`src/rtl/dmac_pkg.sv`:
```
// Shared types and constants for the DMA channel scheduler.
package dmac_pkg;

    typedef enum logic [2:0] {
        IDLE    = 3'd0,
        REQ_BUS = 3'd1,
        START   = 3'd2,
        BUSY    = 3'd3,
        ACK     = 3'd4
    } sched_state_e;

    // Arbitration mode encodings for rr_mode.
    localparam logic ARB_FIXED = 1'b0;
    localparam logic ARB_RR    = 1'b1;

endpackage

```
`src/rtl/dmac_rr_picker.sv`:
```
// Combinational winner picker: rotate the request vector so the base pointer
// sits at bit 0, find the first set bit, then rotate the index back.
// In fixed mode the base is forced to zero, giving lowest-index priority.
module dmac_rr_picker
    import dmac_pkg::*;
#(
    parameter int NUM_CH = 2,
    parameter int CH_W   = (NUM_CH > 1) ? $clog2(NUM_CH) : 1
) (
    input  logic [NUM_CH-1:0] i_req,
    input  logic [CH_W-1:0]   i_base,
    input  logic              i_mode,
    output logic              o_valid,
    output logic [CH_W-1:0]   o_idx
);

    logic [CH_W-1:0]   w_base;
    logic [NUM_CH-1:0] w_rot;
    logic [CH_W-1:0]   w_ffs;
    logic [CH_W:0]     w_sum;

    // Rotate, find-first-set, un-rotate.
    always_comb begin
        // NOTE: every combinational output gets a default first so no path infers a latch.
        w_base  = (i_mode == ARB_RR) ? i_base : '0;
        w_rot   = NUM_CH'({i_req, i_req} >> w_base);
        w_ffs   = '0;
        for (int i = NUM_CH - 1; i >= 0; i--) begin
            if (w_rot[i]) begin
                w_ffs = CH_W'(i);
            end
        end
        w_sum   = {1'b0, w_ffs} + {1'b0, w_base};
        o_idx   = (w_sum >= (CH_W+1)'(NUM_CH)) ? CH_W'(w_sum - (CH_W+1)'(NUM_CH))
                                               : CH_W'(w_sum);
        o_valid = |i_req;
    end

endmodule

```
`src/rtl/dmac_channel_sched.sv`:
```
// DMA channel scheduler: picks a requesting channel, owns the master-bus
// request/grant handshake, kicks the datapath, then acks the peripheral and
// records sticky done/error status that feeds a registered interrupt.
module dmac_channel_sched
    import dmac_pkg::*;
#(
    parameter int  NUM_CH = 2,
    localparam int CH_W   = (NUM_CH > 1) ? $clog2(NUM_CH) : 1
) (
    input  logic              clk,
    input  logic              rst,
    input  logic [NUM_CH-1:0] DmacReq,
    input  logic [NUM_CH-1:0] ch_en,
    input  logic              rr_mode,
    output logic              Bus_Req,
    input  logic              Bus_Grant,
    output logic [CH_W-1:0]   ch_sel,
    output logic              ch_start,
    input  logic              ch_done,
    input  logic              ch_error,
    output logic [NUM_CH-1:0] ReqAck,
    input  logic [NUM_CH-1:0] irq_clr,
    output logic [NUM_CH-1:0] done_sts,
    output logic [NUM_CH-1:0] err_sts,
    output logic              Interrupt
);

    sched_state_e      r_state;
    sched_state_e      w_next_state;
    logic [CH_W-1:0]   r_ch_sel;
    logic [CH_W-1:0]   r_rr_ptr;
    logic              r_cause_done;
    logic              r_cause_err;
    logic [NUM_CH-1:0] r_done_sts;
    logic [NUM_CH-1:0] r_err_sts;
    logic              r_irq;

    logic [NUM_CH-1:0] w_eligible;
    logic [NUM_CH-1:0] w_sel_onehot;
    logic [NUM_CH-1:0] w_done_set;
    logic [NUM_CH-1:0] w_err_set;
    logic              w_win_valid;
    logic [CH_W-1:0]   w_win_idx;
    logic              w_finish;

    assign w_eligible   = DmacReq & ch_en;
    assign w_sel_onehot = NUM_CH'(1) << r_ch_sel;
    assign w_finish     = ch_done | ch_error;

    dmac_rr_picker #(
        .NUM_CH (NUM_CH),
        .CH_W   (CH_W)
    ) u_picker (
        .i_req   (w_eligible),
        .i_base  (r_rr_ptr),
        .i_mode  (rr_mode),
        .o_valid (w_win_valid),
        .o_idx   (w_win_idx)
    );

    // State register.
    always_ff @(posedge clk or negedge rst) begin
        // NOTE: sequential state uses non-blocking assignments so all flops update together.
        if (!rst) begin
            r_state <= IDLE;
        end else begin
            r_state <= w_next_state;
        end
    end

    // Next-state logic; in REQ_BUS a withdrawn request beats a same-cycle grant.
    always_comb begin
        w_next_state = r_state;
        case (r_state)
            IDLE:    if (w_win_valid) w_next_state = REQ_BUS;
            REQ_BUS: begin
                if (!w_eligible[r_ch_sel]) begin
                    w_next_state = IDLE;
                end else if (Bus_Grant) begin
                    w_next_state = START;
                end
            end
            START:   w_next_state = BUSY;
            BUSY:    if (w_finish) w_next_state = ACK;
            ACK:     w_next_state = IDLE;
            default: w_next_state = IDLE;
        endcase
    end

    // Outputs decoded from the state register only.
    always_comb begin
        Bus_Req  = 1'b0;
        ch_start = 1'b0;
        ReqAck   = '0;
        case (r_state)
            REQ_BUS: Bus_Req  = 1'b1;
            START: begin
                Bus_Req  = 1'b1;
                ch_start = 1'b1;
            end
            BUSY:    Bus_Req  = 1'b1;
            ACK:     ReqAck   = w_sel_onehot;
            default: ;
        endcase
    end

    // Owned channel, round-robin pointer and completion cause.
    always_ff @(posedge clk or negedge rst) begin
        if (!rst) begin
            r_ch_sel     <= '0;
            r_rr_ptr     <= '0;
            r_cause_done <= 1'b0;
            r_cause_err  <= 1'b0;
        end else begin
            if (r_state == IDLE && w_win_valid) begin
                r_ch_sel <= w_win_idx;
            end
            if (r_state == BUSY && w_finish) begin
                r_cause_done <= ch_done;
                r_cause_err  <= ch_error;
            end
            if (r_state == ACK) begin
                r_rr_ptr <= (r_ch_sel == CH_W'(NUM_CH - 1)) ? '0 : r_ch_sel + CH_W'(1);
            end
        end
    end

    assign w_done_set = (r_state == ACK && r_cause_done) ? w_sel_onehot : '0;
    assign w_err_set  = (r_state == ACK && r_cause_err)  ? w_sel_onehot : '0;

    // Sticky status with write-1-to-clear; a set in the same cycle wins.
    always_ff @(posedge clk or negedge rst) begin
        if (!rst) begin
            r_done_sts <= '0;
            r_err_sts  <= '0;
            r_irq      <= 1'b0;
        end else begin
            r_done_sts <= (r_done_sts & ~irq_clr) | w_done_set;
            r_err_sts  <= (r_err_sts  & ~irq_clr) | w_err_set;
            r_irq      <= |(r_done_sts | r_err_sts);
        end
    end

    assign ch_sel    = r_ch_sel;
    assign done_sts  = r_done_sts;
    assign err_sts   = r_err_sts;
    assign Interrupt = r_irq;

endmodule
```
`config.mk`:
```
export PLATFORM = sky130hd
export DESIGN_NAME = dmac_channel_sched
export DESIGN_NICKNAME = d
export VERILOG_FILES = /design/src/rtl/dmac_pkg.sv /design/src/rtl/dmac_rr_picker.sv /design/src/rtl/dmac_channel_sched.sv
export SDC_FILE = /design/constraint.sdc
export NUM_CORES = 1
export LEC_CHECK = 0
export ABC_AREA = 1
export CAP_MARGIN = 20
export CORE_MARGIN = 2
export CORE_UTILIZATION = 42
export CTS_CLUSTER_SIZE = 20
export DETAILED_ROUTE_END_ITERATION = 16
export PLACE_DENSITY = 0.76
export SLEW_MARGIN = 20
export SYNTH_ARGS = -nofsm -noshare
export SYNTH_HDL_FRONTEND = slang
export SYNTH_HIERARCHICAL = 1
export SYNTH_SLANG_ARGS = --single-unit
export TNS_END_PERCENT = 30
```
`constraint.sdc`:
```
create_clock -name clk -period 1.35 [get_ports clk]
set_clock_uncertainty 0.2 [all_clocks]
set_input_delay 0.2025 -clock clk [delete_from_list [all_inputs] [get_ports clk]]
set_output_delay 0.2025 -clock clk [all_outputs]
set_load 0.005 [all_outputs]
```
==> impl_results.rst, run 1 <==
.. list-table::
   :header-rows: 1

   * - Metric
     - Value
   * - Placeable core region
     - 0.001318 mm²
   * - Sequential-to-total area share from yosys stat
     - 0.4979
   * - Critical Path Sink Type
     - primary output
   * - Starting utilization of the core area
     - 0.4577
   * - Maxcap violations
     - 0
   * - Number of placed I/O pins
     - 22
   * - Sum of net half-perimeters after detailed placement
     - roughly 1200 µm
   * - Floorplan row count
     - 13
   * - Multiplexer fraction of the synthesized cell area
     - 0
   * - Clock transition at the register clock pins on the worst setup and hold paths after CTS
     - 0.08 ns
   * - Parity-gate share of the synthesized area counting xor and xnor cells
     - 0
   * - I/O Buffers
     - 21
   * - Worst endpoint data arrival time
     - 1.29 ns
   * - Number of H-tree levels
     - 1
   * - Share of the core filled with cells in the final layout
     - 0.8519
   * - Clock Latency Late Sink
     - about 0.28 ns
   * - Run status
     - finished with violations
   * - TritonCTS clock tree
     - yes
   * - Count of vias placed by the detailed router
     - about 750
   * - Ys Warns
     - 6
   * - Post-synth cell types
     - 15
   * - Detailed-route DRC error count
     - 0
   * - Ratio of cells with drive above 1 in the final layout
     - 0.4154
   * - Fraction of the mapped netlist area in compound gates
     - 0.04979
   * - TritonCTS Buffers
     - 3
   * - Antenna-violating nets left
     - 0
   * - Average detailed-routed wire length per instance
     - 13.66 µm
   * - Post-route fraction of the period consumed by the critical path
     - 1.254
   * - Post-Syn Area
     - between 600 and 700 µm²
   * - Layout net count
     - 143
   * - Instance count of the mapped netlist
     - just over 80
   * - Clk sinks
     - 12
   * - Clock root buffer master
     - sky130_fd_sc_hd__clkbuf_4
   * - Crit Path Max Fanout
     - 2
   * - Global routing usage summed across all routing layers
     - 0.2116
   * - Number of pins with negative max-slew slack in the final report
     - 0
   * - Gr ovfl total
     - 0
   * - Total negative slack for setup checks
     - -1.988 ns
   * - Post-DR vias/cell
     - 5.138
   * - Async set-or-reset flop fraction in the synthesized netlist
     - 1.000
   * - Register bit total from synthesis
     - 12
   * - IR drop worst, VDD
     - 1032 µV
   * - DRC marker count from the first detailed-route iteration
     - 22
   * - Top achievable clock speed
     - between 0.5 and 0.6 GHz
   * - Maximum root-to-sink buffer count
     - 2
   * - Final period demand of the worst path
     - 1.692 ns
   * - Length in cells of the worst reg-to-reg path
     - 10
   * - Setup-failing EPs final
     - 14
   * - Data required time of the worst path
     - around 0.95 ns
   * - Routability-driven placement congestion ratio
     - just over 0.7
   * - Slew HR
     - 0.8238
   * - Design Power
     - roughly 1.9 mW
   * - Number of diodes
     - 0
   * - First-pass iteration count of the detailed router
     - 4
   * - Worst hold path type
     - in2async
   * - Die boundary height
     - 41.90 µm
   * - Aggregate routed wire length
     - ~2000 µm
   * - Worst Slack Setup Final
     - -0.3424 ns
   * - Worst setup path class
     - reg2out
   * - Initial antenna violation count
     - 0
   * - Post-place instance area
     - around 920 µm²
   * - Leakage power of the design
     - 0.6151 nW
   * - Number of endpoints with negative hold slack in the final report
     - 0
   * - Primary flip-flop cell chosen by synthesis mapping
     - sky130_fd_sc_hd__dfrtp_1
   * - Slew at the pin with the worst max-slew slack
     - between 0.2 and 0.3 ns
   * - Area growth syn-to-layout
     - 86.10%
   * - Area of the die
     - 0.001755 mm²
   * - Unrepaired setup endpoints after global routing
     - true
   * - Synthesized area per cell
     - about 7.4 µm²
   * - Simple-gate share of the synthesized area
     - 0.3527
   * - Areal power density over the cells
     - between 1500 and 2000 mW/mm²
   * - Violated checks
     - negative setup slack
   * - Adder-cell share of the synthesized area
     - 0
   * - Vias in the first global route
     - around 740
   * - Count of flip-flops with a built-in enable after synthesis
     - 0
   * - Element type at the critical path start
     - flop
   * - X dimension of the die
     - 41.90 µm
   * - Leading cell types in the layout, fill and taps excluded
     - 21 x sky130_fd_sc_hd__nand2_1, 13 x sky130_fd_sc_hd__buf_4, 12 x sky130_fd_sc_hd__inv_1
   * - Largest net degree at the start of global routing
     - 13
   * - Largest family of logic cells by synthesized area
     - simple AND/OR/NAND/NOR gates
   * - Synthesized Nets
     - 93
   * - Most common cell after layout, fill and taps aside
     - sky130_fd_sc_hd__nand2_1
   * - Wire length of the first global-routing pass
     - 2842 µm
   * - Final standard cell area without fillers
     - ~0.0011 mm²
-- logic make-up after synthesis --
kind of cell	Yosys count
AO/OA/AOI/OAI	5
buffers and inverters	16
flip-flops	12
AND/OR/NAND/NOR	48
-- routing by layer --
metal  vias up  wire [µm]  share of wire  track usage
li1        348          -              -            -
met4         0         45          0.023       0.1226
met3         7        132          0.067      0.03478
met5         -          0              0            0
met2        41       1100           0.56       0.3938
met1       349        703           0.35       0.2186
-- metrics by stage --
| stage | cells | setup slack (ns) | hold WS (ns) |
|---|---|---|---|
| detailed placement | 129 | -0.3818 | 0.2746 |
| CTS | 141 | -0.2778 | 0.02289 |
| finish | 145 | -0.3424 | 0.01155 |
| floorplan | 81 | 0.07488 | -0.2931 |
| global placement | 129 | -0.3599 | 0.2680 |
| global route | 145 | -0.4150 | 0.05919 |
-- worst paths after layout --
| path | start | end | slack [ns] |
|---|---|---|---|
| setup / recovery | r_state[0] | ReqAck[1] | -0.34 |
| hold / removal | rst | done_sts[1] | 0.01 |
| setup reg to reg | r_state[0] | r_rr_ptr | -0.33 |
| hold reg to reg | err_sts[0] | Interrupt | 0.31 |
| max in group asynchronous | rst | r_state[0] | 0.77 |
| min in group clk | err_sts[0] | Interrupt | 0.31 |
-- cells in the mapped netlist (3+ instances only) --
cell type / instances / area (µm²)
sky130_fd_sc_hd__nand3_1: 4 / 20.02
sky130_fd_sc_hd__nor2_1: 10 / 37.54
sky130_fd_sc_hd__dfrtp_1: 12 / 300.3
sky130_fd_sc_hd__o22ai_1: 4 / 25.02
sky130_fd_sc_hd__inv_1: 13 / 48.80
sky130_fd_sc_hd__inv_2: 3 / 11.26
sky130_fd_sc_hd__nand2_1: 27 / 101.4
-- cell type report --
cell class | instances | area [µm²]
clock buffer | 4 | 36.28
fill | 76 | 195.2
inverter | 16 | 60.06
multi-input combinational | 53 | 304.0
sequential | 12 | 301.5
tap | 15 | 18.77
timing repair buffer | 45 | 401.6
-- timing repair --
action	CTS	global route
pin swaps	8	7
buffers inserted	8	4
hold buffers	0	0
resized for setup	37	19
endpoints found under the setup margin	12	14
-- worst max-delay path, cell delays in order, from the launching register on --
cell and delay (ns):
sky130_fd_sc_hd__dfrtp_2 0.42, sky130_fd_sc_hd__buf_6 0.12, sky130_fd_sc_hd__nor3_4 0.17, sky130_fd_sc_hd__inv_2 0.08, sky130_fd_sc_hd__nor2_4 0.10, sky130_fd_sc_hd__buf_2 0.12
-- registers in the layout, indices dropped and copies added (netlist names) --
name,count
r_cause_done,1
err_sts,2
r_rr_ptr,1
done_sts,2
r_cause_err,1
ch_sel,1
r_state,3
Interrupt,1
-- power by group --
| group | switching [mW] | total, mW | internal (mW) |
|---|---|---|---|
| clock | 0.130 | 0.294 | 0.164 |
| combinational | 0.530 | 1.07 | 0.539 |
| sequential | 0.0783 | 0.548 | 0.469 |
| total | 0.738 | 1.91 | 1.17 |
(Power assumes the default switching activity.)
==> inputs of run 2 (changes only) <==
--- a/config.mk
+++ b/config.mk
@@ -6,10 +6,10 @@
 export NUM_CORES = 1
 export LEC_CHECK = 0
 export ABC_AREA = 1
-export CAP_MARGIN = 20
-export CORE_MARGIN = 2
+export CAP_MARGIN = 40
+export CORE_MARGIN = 3
 export CORE_UTILIZATION = 42
-export CTS_CLUSTER_SIZE = 20
+export CTS_CLUSTER_SIZE = 30
 export DETAILED_ROUTE_END_ITERATION = 16
 export PLACE_DENSITY = 0.76
 export SLEW_MARGIN = 20
==> run 2 against run 1 <==
Compared with the run above:
- the flow still finishes with violations (negative setup slack)
- cell count is 2.8% lower
- first-iteration DRC count decreased by 55%
- core utilization down 5.6 points
- routed wire length shrank 13%
- global-route usage decreased by 1.6 points
- highest routed layer unchanged
- via count is 7.8% lower
- non-clock buffer count decreased by 4
- total power fell by 11%
- sequential share of layout area rose by 1.9 points
- register-to-register slack better by 0.23 ns
==> impl_results.rst, run 2 (same netlist as run 1, synthesis figures left out) <==
.. list-table::
   :header-rows: 1

   * - Metric
     - Value
   * - Run status
     - finished with violations
   * - Violated checks
     - negative setup slack
   * - Element type at the critical path start
     - flop
   * - Largest net degree at the start of global routing
     - 13 (unchanged)
   * - Post-DR vias/cell
     - 4.872 (-5.2%)
   * - Number of H-tree levels
     - 1 (unchanged)
   * - Worst endpoint data arrival time
     - 1.24 ns (-0.05 ns)
   * - Number of endpoints with negative hold slack in the final report
     - 0 (unchanged)
   * - Cells along the critical path
     - nor3_4, inv_2, nor2_2, buf_2
   * - Count of vias placed by the detailed router
     - 687 (-7.8%)
   * - Top achievable clock speed
     - 0.6079 GHz (+2.9%)
   * - Post-route fraction of the period consumed by the critical path
     - 1.218 (-0.03517)
   * - Die boundary height
     - 43.90 µm (+4.8%)
   * - Ratio of cells with drive above 1 in the final layout
     - 0.3651 (-0.05031)
   * - DRC marker count from the first detailed-route iteration
     - 10 (-55%)
   * - First-pass iteration count of the detailed router
     - 4 (unchanged)
   * - Max reg flops
     - 3 (unchanged)
   * - Final period demand of the worst path
     - 1.645 ns (-0.04748 ns)
   * - Worst setup path class
     - reg2out
   * - Slowest cell on the critical path
     - sky130_fd_sc_hd__dfrtp_2
   * - Critical Path Sink Type
     - primary output
   * - Routed length on met2
     - 950 µm (-14%)
   * - Share of the core filled with cells in the final layout
     - 0.7958 (-0.05603)
   * - Worst Slack Setup Final
     - -0.2949 ns (+0.04748 ns)
   * - Area growth syn-to-layout
     - 73.86%
   * - Area of the die
     - 0.001927 mm² (+9.8%)
   * - Crit Path Max Fanout
     - 4 (+2)
   * - Number of pins with negative max-slew slack in the final report
     - 0 (unchanged)
   * - Cell family with the largest share of critical-path delay
     - flip-flops
   * - Areal power density over the cells
     - 1627 mW/mm² (-4.5%)
   * - Final hold slack
     - 0.01632 ns (+0.004777 ns)
   * - Aggregate routed wire length
     - 1714 µm (-13%)
   * - Sum of net half-perimeters after detailed placement
     - 1230 µm (+5.3%)
   * - Most common cell after layout, fill and taps aside
     - sky130_fd_sc_hd__nand2_1
   * - Worst path bufs/invs
     - 2 (-1)
   * - Maxcap violations
     - 0 (unchanged)
   * - Largest incremental delay on the critical path
     - 0.47 ns (+0.05 ns)
   * - Antenna-violating nets left
     - 0 (unchanged)
   * - IR drop worst, VDD
     - 900.3 µV (-13%)
   * - Slew HR
     - 0.8620 (+0.03817)
   * - Leakage power of the design
     - 0.5702 nW (-7.3%)
   * - Wire length of the first global-routing pass
     - 2801 µm (-1.4%)
   * - Slew at the pin with the worst max-slew slack
     - 0.2062 ns (-0.05600 ns)
   * - Unrepaired setup endpoints after global routing
     - true
   * - Floorplan row count
     - 13 (unchanged)
   * - Uppermost layer routed
     - met4
   * - Total negative slack for setup checks
     - -1.340 ns (+0.6478 ns)
   * - Gr ovfl total
     - 0 (unchanged)
   * - Number of diodes
     - 0 (unchanged)
   * - Number of placed I/O pins
     - 22 (unchanged)
   * - Layout net count
     - 139 (-2.8%)
   * - Global routing usage summed across all routing layers
     - 0.1959 (-0.01571)
   * - Data required time of the worst path
     - 0.95 ns (about the same)
   * - Placeable core region
     - 0.001318 mm² (unchanged)
   * - Average detailed-routed wire length per instance
     - 12.16 µm (-11%)
   * - Clock transition at the register clock pins on the worst setup and hold paths after CTS
     - 0.08 ns (about the same)
   * - Setup-failing EPs final
     - 9 (-5)
   * - TritonCTS Buffers
     - 3 (unchanged)
   * - Leading cell types in the layout, fill and taps excluded
     - 24 x sky130_fd_sc_hd__nand2_1, 19 x sky130_fd_sc_hd__buf_4, 13 x sky130_fd_sc_hd__inv_1
   * - TritonCTS clock tree
     - yes
   * - DP Cell Count
     - 129 (unchanged)
   * - Vias in the first global route
     - 707 (-4.3%)
   * - Starting utilization of the core area
     - 0.4577 (unchanged)
   * - Worst hold path type
     - in2async
   * - Initial antenna violation count
     - 0 (unchanged)
   * - Clk sinks
     - 12 (unchanged)
   * - Clock Latency Late Sink
     - 0.27 ns (about the same)
   * - Detailed-route DRC error count
     - 0 (unchanged)
   * - X dimension of the die
     - 43.90 µm (+4.8%)
   * - Routability-driven placement congestion ratio
     - 0.7941 (+9.5%)
   * - Clock root buffer master
     - sky130_fd_sc_hd__clkbuf_4
   * - Count of placed standard cells in the final layout, fillers left out
     - 141 (-2.8%)
   * - Met3 wire length
     - 111 µm (-16%)
   * - I/O Buffers
     - 21 (unchanged)
   * - Maximum root-to-sink buffer count
     - 2 (unchanged)
   * - M1 wire length
     - 637 µm (-9.4%)
   * - Reg with most FFs
     - r_state
## run 2: cell types whose count changed in the layout (fill, tap and decap cells not counted), sizes merged
| cell | previous run | this run |
|---|---|---|
| dlygate4sd2 | 4 | 3 |
| clkdlybuf4s15 | 1 | 3 |
| buf | 28 | 23 |
## run 2: timing repair
| action | CTS | global route |
|---|---|---|
| setup endpoints to repair | 12 | 15 |
| gates resized for setup | 35 | 5 |
| pin swaps | 4 | 3 |
| buffers inserted | 7 | 1 |
| hold buffers | 0 | 0 |
## run 2: power breakdown
part           total (mW)  internal [mW]  switching, mW
logic               0.853          0.431          0.422
clock network       0.291          0.164          0.127
registers           0.562          0.469         0.0925
## run 2: path summary, 6_finish.rpt
path / startpoint / to / slack, ns / cells after the start
max in group asynchronous: rst / r_state[0] / 0.77 / 2
min in group clk: err_sts[1] / Interrupt / 0.30 / 2
hold / removal: rst / err_sts[0] / 0.02 / 2
hold reg to reg: err_sts[1] / Interrupt / 0.30 / 2
setup reg to reg: r_state[0] / r_state[0] / -0.10 / 8
setup / recovery: r_state[0] / ReqAck[0] / -0.29 / 4
## run 2: layer usage
| metal | global-route usage | vias to the layer above |
|---|---|---|
| met5 | 0 | - |
| met4 | 0.08434 | 0 |
| met3 | 0.02490 | 2 |
| met2 | 0.3953 | 24 |
| met1 | 0.1907 | 319 |
| li1 | - | 342 |
## run 2: metrics by stage
stage                     setup WS (ns)  area, µm²  power, mW
final                           -0.2949       1049      1.706
after detailed placement        -0.4041      922.1      1.265
after CTS                       -0.3128       1032      1.662
after global placement          -0.3711      922.1      1.233
after global routing            -0.3540       1049      1.801
after floorplan                 0.07488      603.1     0.8710
## run 2: layout make-up
type,instances,area (µm²)
Multi-Input combinational cell,53,287.8
Clock buffer,4,36.28
Tap cell,15,18.77
Inverter,16,62.56
Timing Repair Buffer,41,341.6
Fill cell,96,269.0
Sequential cell,12,301.5
==> inputs of run 3 (changes only) <==
--- a/config.mk
+++ b/config.mk
@@ -11,7 +11,8 @@
 export CORE_UTILIZATION = 42
 export CTS_CLUSTER_SIZE = 30
 export DETAILED_ROUTE_END_ITERATION = 16
-export PLACE_DENSITY = 0.76
+export PLACE_DENSITY = 0.86
+export SETUP_SLACK_MARGIN = 0.1
 export SLEW_MARGIN = 20
 export SYNTH_ARGS = -nofsm -noshare
 export SYNTH_HDL_FRONTEND = slang
==> run 3 against run 2 <==
Compared with the run above:
- the run still ends with negative setup slack left
- total power increased by 7.5%
- core utilization up 2.3 points
- count of clock-buffer cells in the layout unchanged
- flip-flop and latch count is the same
- sequential share of layout area fell by 0.80 points
- maximum frequency is 5.7% lower
- non-clock buffer count grew 2
- first-iteration DRC count increased by 100%
- register-to-register slack got worse by 0.20 ns
- critical path depth grew 1
- global-route usage up 3.9 points
- clock power shrank 12%
- highest routed layer unchanged
==> impl_results.rst, run 3 (same netlist as run 1, synthesis figures left out) <==
.. list-table::
   :header-rows: 1

   * - Metric
     - Value
   * - Floorplan row count
     - 13 (unchanged)
   * - Violated checks
     - negative setup slack
   * - TritonCTS clock tree
     - yes
   * - Count of vias placed by the detailed router
     - 734 (+6.8%)
   * - Max reg flops
     - 3 (unchanged)
   * - Final standard cell area without fillers
     - 0.001079 mm² (+2.9%)
   * - Placeable core region
     - 0.001318 mm² (unchanged)
   * - DP Cell Count
     - 128 (-0.78%)
   * - Worst endpoint data arrival time
     - 1.34 ns (+0.10 ns)
   * - Worst Slack Setup Final
     - -0.3945 ns (-0.09963 ns)
   * - TritonCTS Buffers
     - 3 (unchanged)
   * - Sequential cell area
     - 301.5 µm² (unchanged)
   * - Number of pins with negative max-slew slack in the final report
     - 0 (unchanged)
   * - Crit Path Max Fanout
     - 2 (-2)
   * - Post-DR vias/cell
     - 5.133 (+5.3%)
   * - I/O Buffers
     - 21 (unchanged)
   * - Initial antenna violation count
     - 0 (unchanged)
   * - Share of the core filled with cells in the final layout
     - 0.8186 (+0.02279)
   * - Final period demand of the worst path
     - 1.745 ns (+0.09963 ns)
   * - Critical Path Sink Type
     - primary output
   * - Layout net count
     - 141 (+1.4%)
   * - X dimension of the die
     - 43.90 µm (unchanged)
   * - Number of H-tree levels
     - 1 (unchanged)
   * - Most common cell after layout, fill and taps aside
     - sky130_fd_sc_hd__nand2_1
   * - Worst reg2reg setup slack
     - -0.30 ns (-0.20 ns)
   * - Number of fill cells
     - 81 (-16%)
   * - Number of placed I/O pins
     - 22 (unchanged)
   * - Clock Latency Late Sink
     - 0.29 ns (+0.02 ns)
   * - Areal power density over the cells
     - 1700 mW/mm² (+4.5%)
   * - Slowest cell on the critical path
     - sky130_fd_sc_hd__dfrtp_2
   * - Detailed-route DRC error count
     - 0 (unchanged)
   * - Die boundary height
     - 43.90 µm (unchanged)
   * - Global routing usage summed across all routing layers
     - 0.2348 (+0.03893)
   * - Maxcap violations
     - 0 (unchanged)
   * - Run status
     - finished with violations
   * - Place WS
     - -0.3729 ns (+0.03119 ns)
   * - Post-route fraction of the period consumed by the critical path
     - 1.292 (+0.07380)
   * - Gr ovfl total
     - 0 (unchanged)
   * - Routability-driven placement congestion ratio
     - 0.8353 (+5.2%)
   * - Cells along the critical path
     - buf_6, nor3_4, inv_2, nor2_4, buf_2
   * - Sum of net half-perimeters after detailed placement
     - 1206 µm (-1.9%)
   * - IR drop worst, VDD
     - 1061 µV (+18%)
   * - Top achievable clock speed
     - 0.5732 GHz (-5.7%)
   * - Area of the die
     - 0.001927 mm² (unchanged)
   * - Number of diodes
     - 0 (unchanged)
   * - Slew HR
     - 0.8715 (+0.009512)
   * - Reg with most FFs
     - r_state
   * - Leading cell types in the layout, fill and taps excluded
     - 25 x sky130_fd_sc_hd__nand2_1, 16 x sky130_fd_sc_hd__buf_4, 13 x sky130_fd_sc_hd__inv_1
   * - Unrepaired setup endpoints after global routing
     - true
   * - Area of the multi-input gates
     - 315.3 µm² (+9.6%)
   * - Antenna-violating nets left
     - 0 (unchanged)
   * - Starting utilization of the core area
     - 0.4577 (unchanged)
   * - First-pass iteration count of the detailed router
     - 4 (unchanged)
   * - Slew at the pin with the worst max-slew slack
     - 0.1921 ns (-0.01413 ns)
   * - Ratio of cells with drive above 1 in the final layout
     - 0.4219 (+0.05680)
   * - Worst hold path type
     - in2async
   * - Vias in the first global route
     - 733 (+3.7%)
   * - Count of placed standard cells in the final layout, fillers left out
     - 143 (+1.4%)
   * - Maximum root-to-sink buffer count
     - 2 (unchanged)
   * - Average detailed-routed wire length per instance
     - 15.11 µm (+24%)
   * - Clk sinks
     - 12 (unchanged)
   * - Largest net degree at the start of global routing
     - 13 (unchanged)
   * - Aggregate routed wire length
     - 2161 µm (+26%)
   * - Data required time of the worst path
     - 0.95 ns (about the same)
   * - Number of endpoints with negative hold slack in the final report
     - 0 (unchanged)
   * - Hold-fix buffers at CTS
     - 0 (unchanged)
   * - Largest incremental delay on the critical path
     - 0.41 ns (-0.06 ns)
   * - Worst setup path class
     - reg2out
   * - Leakage power of the design
     - 0.5854 nW (+2.7%)
   * - Clock transition at the register clock pins on the worst setup and hold paths after CTS
     - 0.08 ns (about the same)
   * - Setup-failing EPs final
     - 12 (+3)
   * - Wire length of the first global-routing pass
     - 3160 µm (+13%)
   * - Clock root buffer master
     - sky130_fd_sc_hd__clkbuf_4
   * - Design Power
     - 1.834 mW (+7.5%)
   * - DRC marker count from the first detailed-route iteration
     - 20 (+10)
   * - Element type at the critical path start
     - flop
   * - Post-place instance area
     - 922.1 µm² (unchanged)
   * - Area growth syn-to-layout
     - 78.84%
-- run 3: cell count changes in the layout (fill, tap and decap cells not counted), sizes merged --
cell	change
clkbuf	+1
buf	+7
clkdlybuf4s15	-3
dlygate4sd2	-3
-- run 3: final timing paths --
check,depth (start not counted),end,startpoint
worst max-delay path,5,ReqAck[1],r_state[0]
worst min-delay path,2,r_cause_err,rst
worst max register to register,9,r_rr_ptr,r_state[0]
worst min register to register,2,Interrupt,err_sts[1]
max in group asynchronous,2,r_state[0],rst
min in group clk,3,r_cause_err,ch_error
-- run 3: final cells by class --
| type | instances | share of cell area |
|---|---|---|
| Timing Repair Buffer | 43 | 0.3283 |
| Multi-Input combinational cell | 53 | 0.2923 |
| Tap cell | 15 | 0.01740 |
| Inverter | 16 | 0.05800 |
| Sequential cell | 12 | 0.2796 |
| Clock buffer | 4 | 0.02436 |
-- run 3: through the flow --
step,hold slack [ns],setup TNS [ns]
final,0.006300,-2.483
after detailed placement,0.2894,-1.844
after CTS,0.02812,-2.194
after global routing,0.01682,-3.025
after global placement,0.2717,-1.630
after floorplan,-0.2931,0
-- run 3: report_power, final --
group          internal (mW)  leakage [nW]  switching (mW)  total, mW
Clock                  0.115        0.0150           0.140      0.256
Combinational          0.503         0.416           0.528       1.03
Sequential             0.469         0.155          0.0783      0.547
Total                   1.09         0.585           0.747       1.83
-- run 3: metal layers --
metal,global-route usage,part of all wire,vias to the layer above
met3,0.04564,0.065,11
li1,-,-,342
met4,0.1265,0.054,0
met2,0.4331,0.52,43
met1,0.2442,0.36,338
met5,0,0,-
-- run 3: worst max-delay path: cells and delay by family, from the launching register on --
family,cells,cell delay (ns)
buffers and inverters,3,0.33
AND/OR/NAND/NOR,2,0.30
flip-flops,1,0.41
-- run 3: timing repair --
action,CTS,global route
pin swaps,5,6
resized for setup,44,18
setup endpoints to repair,17,18
setup buffers,13,2
gates cloned,0,0
